File: config.mk
export PLATFORM = sky130hd
export DESIGN_NAME = control_sequencer
export DESIGN_NICKNAME = d
export VERILOG_FILES = /design/src/rtl/ctrl_pkg.sv /design/src/rtl/ctrl_out_decode.sv /design/src/rtl/control_sequencer.sv
export SDC_FILE = /design/constraint.sdc
export NUM_CORES = 1
export LEC_CHECK = 0
export BUFFER_PORTS_ARGS = -buffer_cell sky130_fd_sc_hd__clkbuf_2
export CORE_MARGIN = 4
export CORE_UTILIZATION = 57
export DETAILED_ROUTE_END_ITERATION = 10
export GPL_TIMING_DRIVEN = 0
export PLACE_DENSITY_LB_ADDON = 0.08
export SLEW_MARGIN = 20
export SYNTH_ARGS = -nofsm -noshare
export SYNTH_HDL_FRONTEND = slang
export SYNTH_SLANG_ARGS = --single-unit
File: constraint.sdc
create_clock -name clk -period 4 [get_ports clk]
set_clock_uncertainty 0.2 [all_clocks]
set_input_delay 0 -clock clk [delete_from_list [all_inputs] [get_ports clk]]
set_output_delay 0 -clock clk [all_outputs]
set_load 0.01 [all_outputs]
File: src/rtl/ctrl_pkg.sv
// ----------------------------------------------------------------------------
// ctrl_pkg
//
// Shared definitions for the hardwired control sequencer of the 16-bit
// processor.
//
// Contents:
//   - opcode values understood by the sequencer
//   - state / micro-step codes (these are also the values seen on `step`)
//   - bus source and ALU operation encodings
//   - the packed strobe vector produced by the output decoder
//   - small opcode classification helpers
// ----------------------------------------------------------------------------
package ctrl_pkg;

    // Width of the opcode field inside the sequencer.
    localparam int OPCODE_W = 6;

    // Opcodes
    localparam logic [OPCODE_W-1:0] OP_NOP  = 6'h00;
    localparam logic [OPCODE_W-1:0] OP_LDAC = 6'h01;
    localparam logic [OPCODE_W-1:0] OP_STAC = 6'h02;
    localparam logic [OPCODE_W-1:0] OP_ADD  = 6'h03;
    localparam logic [OPCODE_W-1:0] OP_SUB  = 6'h04;
    localparam logic [OPCODE_W-1:0] OP_JMP  = 6'h05;
    localparam logic [OPCODE_W-1:0] OP_JMPZ = 6'h06;
    localparam logic [OPCODE_W-1:0] OP_INC  = 6'h07;
    localparam logic [OPCODE_W-1:0] OP_MVR  = 6'h08;
    localparam logic [OPCODE_W-1:0] OP_HALT = 6'h3F;

    // Sequencer states. The encoding is exported unchanged as the
    // micro-step code, so the values are fixed rather than left to the tools.
    typedef enum logic [5:0] {
        ST_IDLE = 6'd0,
        ST_F1   = 6'd1,
        ST_F2   = 6'd2,
        ST_F3   = 6'd3,
        ST_DEC  = 6'd4,
        ST_E1   = 6'd8,
        ST_E2   = 6'd9,
        ST_E3   = 6'd10,
        ST_E4   = 6'd11,
        ST_E5   = 6'd12,
        ST_HALT = 6'd63
    } state_t;

    // Shared bus source select.
    typedef enum logic [2:0] {
        BUS_NONE = 3'd0,
        BUS_PC   = 3'd1,
        BUS_DR   = 3'd2,
        BUS_AC   = 3'd3,
        BUS_R    = 3'd4,
        BUS_MEM  = 3'd5
    } bus_sel_t;

    // ALU operation select.
    typedef enum logic [1:0] {
        ALU_PASS = 2'd0,
        ALU_ADD  = 2'd1,
        ALU_SUB  = 2'd2,
        ALU_INC  = 2'd3
    } alu_op_t;

    // Every control line the sequencer drives besides `step`.
    typedef struct packed {
        logic     ldir;
        bus_sel_t bus_sel;
        logic     ld_ar;
        logic     ld_pc;
        logic     inc_pc;
        logic     ld_dr;
        logic     ld_ac;
        logic     ld_r;
        logic     mem_rd;
        logic     mem_wr;
        alu_op_t  alu_op;
        logic     busy;
        logic     halted;
        logic     illegal;
    } ctrl_strobes_t;

    // True for every opcode the sequencer knows how to execute.
    function automatic logic is_legal_opcode(input logic [OPCODE_W-1:0] op);
        logic legal;
        case (op)
            OP_NOP, OP_LDAC, OP_STAC, OP_ADD, OP_SUB,
            OP_JMP, OP_JMPZ, OP_INC, OP_MVR, OP_HALT: legal = 1'b1;
            default:                                  legal = 1'b0;
        endcase
        return legal;
    endfunction

    // True for opcodes whose execute phase starts with an operand read
    // (E1 addresses the word after the instruction, E2 reads it into DR).
    // A taken JMPZ has already been rewritten to JMP before this is used.
    function automatic logic uses_operand(input logic [OPCODE_W-1:0] op);
        return (op == OP_LDAC) || (op == OP_STAC) || (op == OP_JMP);
    endfunction

endpackage

File: src/rtl/ctrl_out_decode.sv
// ----------------------------------------------------------------------------
// ctrl_out_decode
//
// Purely combinational map from the sequencer state, the opcode being
// executed and the memory handshake to the full strobe vector.
//
// Ports:
//   state    in   current sequencer state
//   opcode   in   opcode to decode: the live IR opcode while in DEC, the
//                 registered (possibly rewritten) opcode in execute steps
//   mem_rdy  in   memory completes the current access this cycle
//   strobes  out  all datapath, memory and status controls
//
// Outputs are Moore-style except the DR load and PC increment that finish
// a memory read; those are qualified by mem_rdy so they fire exactly once,
// on the cycle the data is actually on the bus.
// ----------------------------------------------------------------------------
module ctrl_out_decode
    import ctrl_pkg::*;
(
    input  state_t                state,
    input  logic [OPCODE_W-1:0]   opcode,
    input  logic                  mem_rdy,
    output ctrl_strobes_t         strobes
);

    // Start from all-quiet and switch on only what the current micro-step
    // needs. Reads keep mem_rd and the memory bus source up for the whole
    // wait; writes keep mem_wr and the AC source up for the whole wait.
    always_comb begin
        strobes      = '0;
        strobes.busy = (state != ST_IDLE) && (state != ST_HALT);

        case (state)
            ST_F1: begin
                strobes.bus_sel = BUS_PC;
                strobes.ld_ar   = 1'b1;
            end

            ST_F2: begin
                strobes.bus_sel = BUS_MEM;
                strobes.mem_rd  = 1'b1;
                strobes.ld_dr   = mem_rdy;
                strobes.inc_pc  = mem_rdy;
            end

            ST_F3: begin
                strobes.ldir = 1'b1;
            end

            ST_DEC: begin
                strobes.illegal = !is_legal_opcode(opcode);
            end

            ST_E1: begin
                if (uses_operand(opcode)) begin
                    strobes.bus_sel = BUS_PC;
                    strobes.ld_ar   = 1'b1;
                end else begin
                    case (opcode)
                        OP_ADD: begin
                            strobes.bus_sel = BUS_R;
                            strobes.alu_op  = ALU_ADD;
                            strobes.ld_ac   = 1'b1;
                        end
                        OP_SUB: begin
                            strobes.bus_sel = BUS_R;
                            strobes.alu_op  = ALU_SUB;
                            strobes.ld_ac   = 1'b1;
                        end
                        OP_INC: begin
                            strobes.alu_op  = ALU_INC;
                            strobes.ld_ac   = 1'b1;
                        end
                        OP_MVR: begin
                            strobes.bus_sel = BUS_AC;
                            strobes.ld_r    = 1'b1;
                        end
                        OP_JMPZ: begin
                            // Branch not taken: step the PC over the operand.
                            strobes.inc_pc  = 1'b1;
                        end
                        default: begin
                        end
                    endcase
                end
            end

            ST_E2: begin
                // A jump overwrites the PC in E3, so the operand read must not
                // bump it.
                strobes.bus_sel = BUS_MEM;
                strobes.mem_rd  = 1'b1;
                strobes.ld_dr   = mem_rdy;
                strobes.inc_pc  = mem_rdy && (opcode != OP_JMP);
            end

            ST_E3: begin
                strobes.bus_sel = BUS_DR;
                if (opcode == OP_JMP) begin
                    strobes.ld_pc = 1'b1;
                end else begin
                    strobes.ld_ar = 1'b1;
                end
            end

            ST_E4: begin
                if (opcode == OP_LDAC) begin
                    strobes.bus_sel = BUS_MEM;
                    strobes.mem_rd  = 1'b1;
                    strobes.ld_dr   = mem_rdy;
                end else if (opcode == OP_STAC) begin
                    strobes.bus_sel = BUS_AC;
                    strobes.mem_wr  = 1'b1;
                end
            end

            ST_E5: begin
                strobes.bus_sel = BUS_DR;
                strobes.alu_op  = ALU_PASS;
                strobes.ld_ac   = 1'b1;
            end

            ST_HALT: begin
                strobes.halted = 1'b1;
            end

            default: begin
            end
        endcase
    end

endmodule

File: src/rtl/control_sequencer.sv
// ----------------------------------------------------------------------------
// control_sequencer
//
// Hardwired control unit of the 16-bit processor. Walks each instruction
// through fetch (F1..F3), decode (DEC) and up to five execute steps
// (E1..E5), and is the only master of the shared bus.
//
// Parameters:
//   INSTRUCTION_LEN  opcode width and micro-step code width (default 6)
//   DATA_LEN         datapath word width; bounds the opcode field taken
//                    from ir_opcode (default 16)
//
// Ports:
//   clk        in   system clock, rising edge
//   rst_n      in   asynchronous active-low reset
//   run        in   start request, looked at only in IDLE
//   ir_opcode  in   opcode from the instruction register, sampled in DEC
//   z_flag     in   accumulator-zero flag, sampled in DEC (JMPZ)
//   mem_rdy    in   memory finishes the current read/write this cycle
//   step       out  current micro-step code (state encoding)
//   ldir       out  load IR from DR
//   bus_sel    out  bus source: 0 none, 1 PC, 2 DR, 3 AC, 4 R, 5 MEM
//   ld_ar, ld_pc, inc_pc, ld_dr, ld_ac, ld_r   out  register strobes
//   mem_rd, mem_wr   out  memory request, held until mem_rdy
//   alu_op     out  0 pass, 1 add, 2 sub, 3 inc
//   busy       out  high outside IDLE and HALT
//   halted     out  high in HALT
//   illegal    out  one-cycle pulse in DEC for an unknown opcode
// ----------------------------------------------------------------------------
module control_sequencer
    import ctrl_pkg::*;
#(
    parameter int INSTRUCTION_LEN = 6,
    parameter int DATA_LEN        = 16
)
(
    input  logic                        clk,
    input  logic                        rst_n,
    input  logic                        run,
    input  logic [INSTRUCTION_LEN-1:0]  ir_opcode,
    input  logic                        z_flag,
    input  logic                        mem_rdy,
    output logic [INSTRUCTION_LEN-1:0]  step,
    output logic                        ldir,
    output logic [2:0]                  bus_sel,
    output logic                        ld_ar,
    output logic                        ld_pc,
    output logic                        inc_pc,
    output logic                        ld_dr,
    output logic                        ld_ac,
    output logic                        ld_r,
    output logic                        mem_rd,
    output logic                        mem_wr,
    output logic [1:0]                  alu_op,
    output logic                        busy,
    output logic                        halted,
    output logic                        illegal
);

    // The opcode field can never be wider than the IR word it comes from.
    localparam int OPCODE_MSB = (INSTRUCTION_LEN < DATA_LEN) ? INSTRUCTION_LEN - 1
                                                             : DATA_LEN - 1;

    state_t               state;
    state_t               state_next;
    logic [OPCODE_W-1:0]  exec_op;
    logic [OPCODE_W-1:0]  dec_op;
    logic [OPCODE_W-1:0]  dec_exec_op;
    logic [OPCODE_W-1:0]  decode_op;
    ctrl_strobes_t        strobes;

    assign dec_op = OPCODE_W'(ir_opcode[OPCODE_MSB:0]);

    // Work out, in DEC, which opcode the execute steps should actually
    // follow. Unknown opcodes run as NOP; a JMPZ whose condition holds runs
    // exactly like JMP, so later steps never have to look at z_flag again.
    always_comb begin
        dec_exec_op = dec_op;
        if (!is_legal_opcode(dec_op)) begin
            dec_exec_op = OP_NOP;
        end else if ((dec_op == OP_JMPZ) && z_flag) begin
            dec_exec_op = OP_JMP;
        end
    end

    // State register plus the opcode captured at the end of DEC. Reset is
    // asynchronous, so an outstanding memory request disappears the moment
    // rst_n falls, because every output is decoded from this register.
    always_ff @(posedge clk or negedge rst_n) begin
        if (!rst_n) begin
            state   <= ST_IDLE;
            exec_op <= OP_NOP;
        end else begin
            state <= state_next;
            if (state == ST_DEC) begin
                exec_op <= dec_exec_op;
            end
        end
    end

    // Next-state logic. Memory wait states (F2, E2, E4) hold until mem_rdy;
    // every other step lasts one cycle. The final execute step of every
    // instruction goes back to F1.
    always_comb begin
        state_next = state;
        case (state)
            ST_IDLE: begin
                if (run) begin
                    state_next = ST_F1;
                end
            end
            ST_F1: state_next = ST_F2;
            ST_F2: begin
                if (mem_rdy) begin
                    state_next = ST_F3;
                end
            end
            ST_F3: state_next = ST_DEC;
            ST_DEC: begin
                if (dec_op == OP_HALT) begin
                    state_next = ST_HALT;
                end else if (dec_exec_op == OP_NOP) begin
                    state_next = ST_F1;
                end else begin
                    state_next = ST_E1;
                end
            end
            ST_E1: begin
                if (uses_operand(exec_op)) begin
                    state_next = ST_E2;
                end else begin
                    state_next = ST_F1;
                end
            end
            ST_E2: begin
                if (mem_rdy) begin
                    state_next = ST_E3;
                end
            end
            ST_E3: begin
                if (exec_op == OP_JMP) begin
                    state_next = ST_F1;
                end else begin
                    state_next = ST_E4;
                end
            end
            ST_E4: begin
                if (mem_rdy) begin
                    state_next = (exec_op == OP_LDAC) ? ST_E5 : ST_F1;
                end
            end
            ST_E5:   state_next = ST_F1;
            ST_HALT: state_next = ST_HALT;
            default: state_next = ST_IDLE;
        endcase
    end

    // DEC has no registered opcode yet, so the decoder sees the live IR
    // value there (only to flag illegal opcodes).
    assign decode_op = (state == ST_DEC) ? dec_op : exec_op;

    ctrl_out_decode u_out_decode (
        .state   (state),
        .opcode  (decode_op),
        .mem_rdy (mem_rdy),
        .strobes (strobes)
    );

    assign step    = INSTRUCTION_LEN'(state);
    assign ldir    = strobes.ldir;
    assign bus_sel = strobes.bus_sel;
    assign ld_ar   = strobes.ld_ar;
    assign ld_pc   = strobes.ld_pc;
    assign inc_pc  = strobes.inc_pc;
    assign ld_dr   = strobes.ld_dr;
    assign ld_ac   = strobes.ld_ac;
    assign ld_r    = strobes.ld_r;
    assign mem_rd  = strobes.mem_rd;
    assign mem_wr  = strobes.mem_wr;
    assign alu_op  = strobes.alu_op;
    assign busy    = strobes.busy;
    assign halted  = strobes.halted;
    assign illegal = strobes.illegal;

endmodule

==> flow_summary.json <==
{
  "cts_made_buffers": 3,
  "period_minus_slack_ns": 2.510,
  "clk_latency_ns": 0.26,
  "rrSetupSlack_ns": 1.85,
  "syn_area_per_cell_um2": 7.298,
  "dieArea_um2": 3121,
  "grt_max_degree": 12,
  "setup_viol": 0,
  "slowest_delay_ns": 0.68,
  "crit_required_ns": 3.80,
  "path_clk_slew_ns": 0.07,
  "synth_top_area_frac": 0.2107,
  "total_power_mw": 0.8763,
  "cp_cell_sequence": "buf_2 > nor3b_1 > nand3_1 > a21oi_1 > nor3_1 > nand3_1 > clkbuf_2",
  "viasPerCell": 6.193,
  "busiest_layer": "met2",
  "io_pins": 34,
  "cts_htree_levels": 1,
  "wl_per_cell_um": 15.16,
  "ctsResizeCount": 0,
  "io_buffers": 31,
  "postPlaceCellArea_um2": 1496,
  "yosysTopAreaCell": "dfrtp_1",
  "p_leak_nw": 0.7255,
  "num_rows": 17,
  "yosysMostFrequentCell": "nand2_1",
  "ir_drop_mv": 0.3989,
  "start_kind": "register",
  "use_met2": 0.3733,
  "clockBufferDepth": 2,
  "timing.final.crit_share": 0.6275,
  "finalNetCount": 233,
  "drt_pass1_iterations": 4,
  "final_cells": 249,
  "met1_usage": 0.3658,
  "grt-ovfl-total": 0,
  "synth_cell_type_count": 53,
  "cts_tree": "built",
  "crit_top_cell": "nand3_1",
  "final_hold_viol_count": 0,
  "cp_num_buf_inv": 2,
  "post-cts-setup-buffer-count": 0,
  "die_height_um": 55.87,
  "chipWidth_um": 55.87,
  "first_iter_violations": 77,
  "gp_congestion": 0.9370,
  "met3_usage": 0.02320,
  "syn_inst": 179,
  "outcome": "completed",
  "ys_ff_latch": 11,
  "tns_ns": 0,
  "async_flop_share": 1.000,
  "fillers": 195,
  "post-dp-hpwl_um": 2880,
  "synth_fp_nets": 190,
  "ys.flop_type": "dfrtp_1",
  "synth_edf_count": 0,
  "crit_fanout": 10,
  "cpMaxStageDelayCell": "nor3b_1",
  "rsz0062_at_grt": "no",
  "fin_ws_ns": 1.490,
  "synth_common_cells": "20 x nand2_1, 17 x nor2_1, 13 x a21oi_1, 12 x nand3_1, 11 x dfrtp_1",
  "fp.coreArea_um2": 2191,
  "antenna_found_initial": 0,
  "fin_util": 0.7270,
  "maxSlewHeadroom": 0.4846,
  "cts-root-buf": "clkbuf_4",
  "path_class": "reg2out",
  "grt_pass1_wl_um": 6389,
  "hold_buffers": 7,
  "track_usage": 0.2478,
  "fmax_ghz": 0.3984,
  "n_antenna_cell": 0,
  "grt_pass1_vias": 1380,
  "drc": 0,
  "slew_violations": 0,
  "yosys-top-cells-area": "dfrtp_1 21%, nand2_1 5.7%, a21oi_1 5.0%, nor2_1 4.9%, nand3_1 4.6%",
  "max-cap-violations": 0,
  "finalWirelength_um": 3776,
  "yosysSeqAreaShare": 0.2107,
  "syn_area_um2": 1306,
  "initial_core_util": 0.5962,
  "fin_area_um2": 1593,
  "pre_cts_slack_ns": 1.826,
  "power.density_nw_per_um2": 550.1,
  "whs_ns": 0.05562,
  "arrival_ns": 2.31,
  "hold_class": "in2reg",
  "tightest_slew_ns": 0.7536,
  "end_kind": "output pin",
  "ys.warnings.count": 0,
  "layout-drive-gt1-share": 0.2579,
  "path_delay_family": "simple AND/OR/NAND/NOR gates",
  "syn2layout_area_growth_pct": 21.94,
  "dr_total_vias": 1542,
  "ant_nets": 0,
  "dp_cells": 238,
  "clock_sinks": 11
}
==> per-layer routing <==
metal / up-vias / part of all wire
met4: 0 / 0.026
li1: 742 / -
met1: 697 / 0.43
met3: 14 / 0.091
met5: - / 0
met2: 89 / 0.46
==> worst register-to-register path: cells and delay by family, from the launching register on <==
kind                   cells  cell delay (ns)
AND/OR/NAND/NOR            4             0.93
buffers and inverters      2             0.41
flip-flops                 1             0.38
AO/OA/AOI/OAI              1             0.16
==> power breakdown <==
| part | switching, mW | internal [mW] | leakage [nW] | total (mW) |
|---|---|---|---|---|
| Combinational | 0.350 | 0.259 | 0.565 | 0.609 |
| Clock | 0.0338 | 0.0385 | 0.0150 | 0.0723 |
| Sequential | 0.0483 | 0.147 | 0.146 | 0.195 |
==> state kept, by name, summed over array words and instances (netlist names) <==
signal and cells:
exec_op 6, step 5
==> cell type report <==
type,instances,area (µm²),area share
multi-input combinational,152,932.1,0.5852
sequential,11,275.3,0.1728
timing repair buffer,38,225.2,0.1414
buffer,13,87.58,0.05499
tap,28,35.03,0.02200
clock buffer,4,26.28,0.01650
inverter,3,11.26,0.007070
==> final timing paths <==
path / startpoint / endpoint / cells after the start
min in group asynchronous: rst_n / step[4]$_DFFE_PN0P_ / 3
max in group asynchronous: rst_n / exec_op[0]$_DFFE_PN0P_ / 3
worst max-delay path: step[2]$_DFFE_PN0P_ / bus_sel[0] / 7
worst max register to register: step[1]$_DFFE_PN0P_ / step[2]$_DFFE_PN0P_ / 7
worst min register to register: exec_op[5]$_DFFE_PN0P_ / exec_op[5]$_DFFE_PN0P_ / 1
worst min-delay path: ir_opcode[5] / exec_op[1]$_DFFE_PN0P_ / 4
==> cells in the final DEF (no fill, tap or decap), types with 4 or more instances in the layout <==
master,instances
dlygate4sd3_1,7
nor2b_1,5
o21ai_0,8
nor2_1,17
buf_2,6
or2b_1,4
clkbuf_2,32
nor3_1,6
nor3b_1,5
a21oi_1,13
nand2_1,20
dfrtp_1,11
nand2b_1,4
nand3_1,12
==> logic make-up after synthesis <==
logic type	count (synthesis)	synth area share
xor gates and xnor gates	1	0.006706
AOI/OAI and AO/OA	51	0.2625
buffers and inverters	16	0.07566
DFF	11	0.2107
and+or+nand+nor	97	0.4205
muxes	3	0.02395
Note: power is estimated with default switching activity, not from simulation.
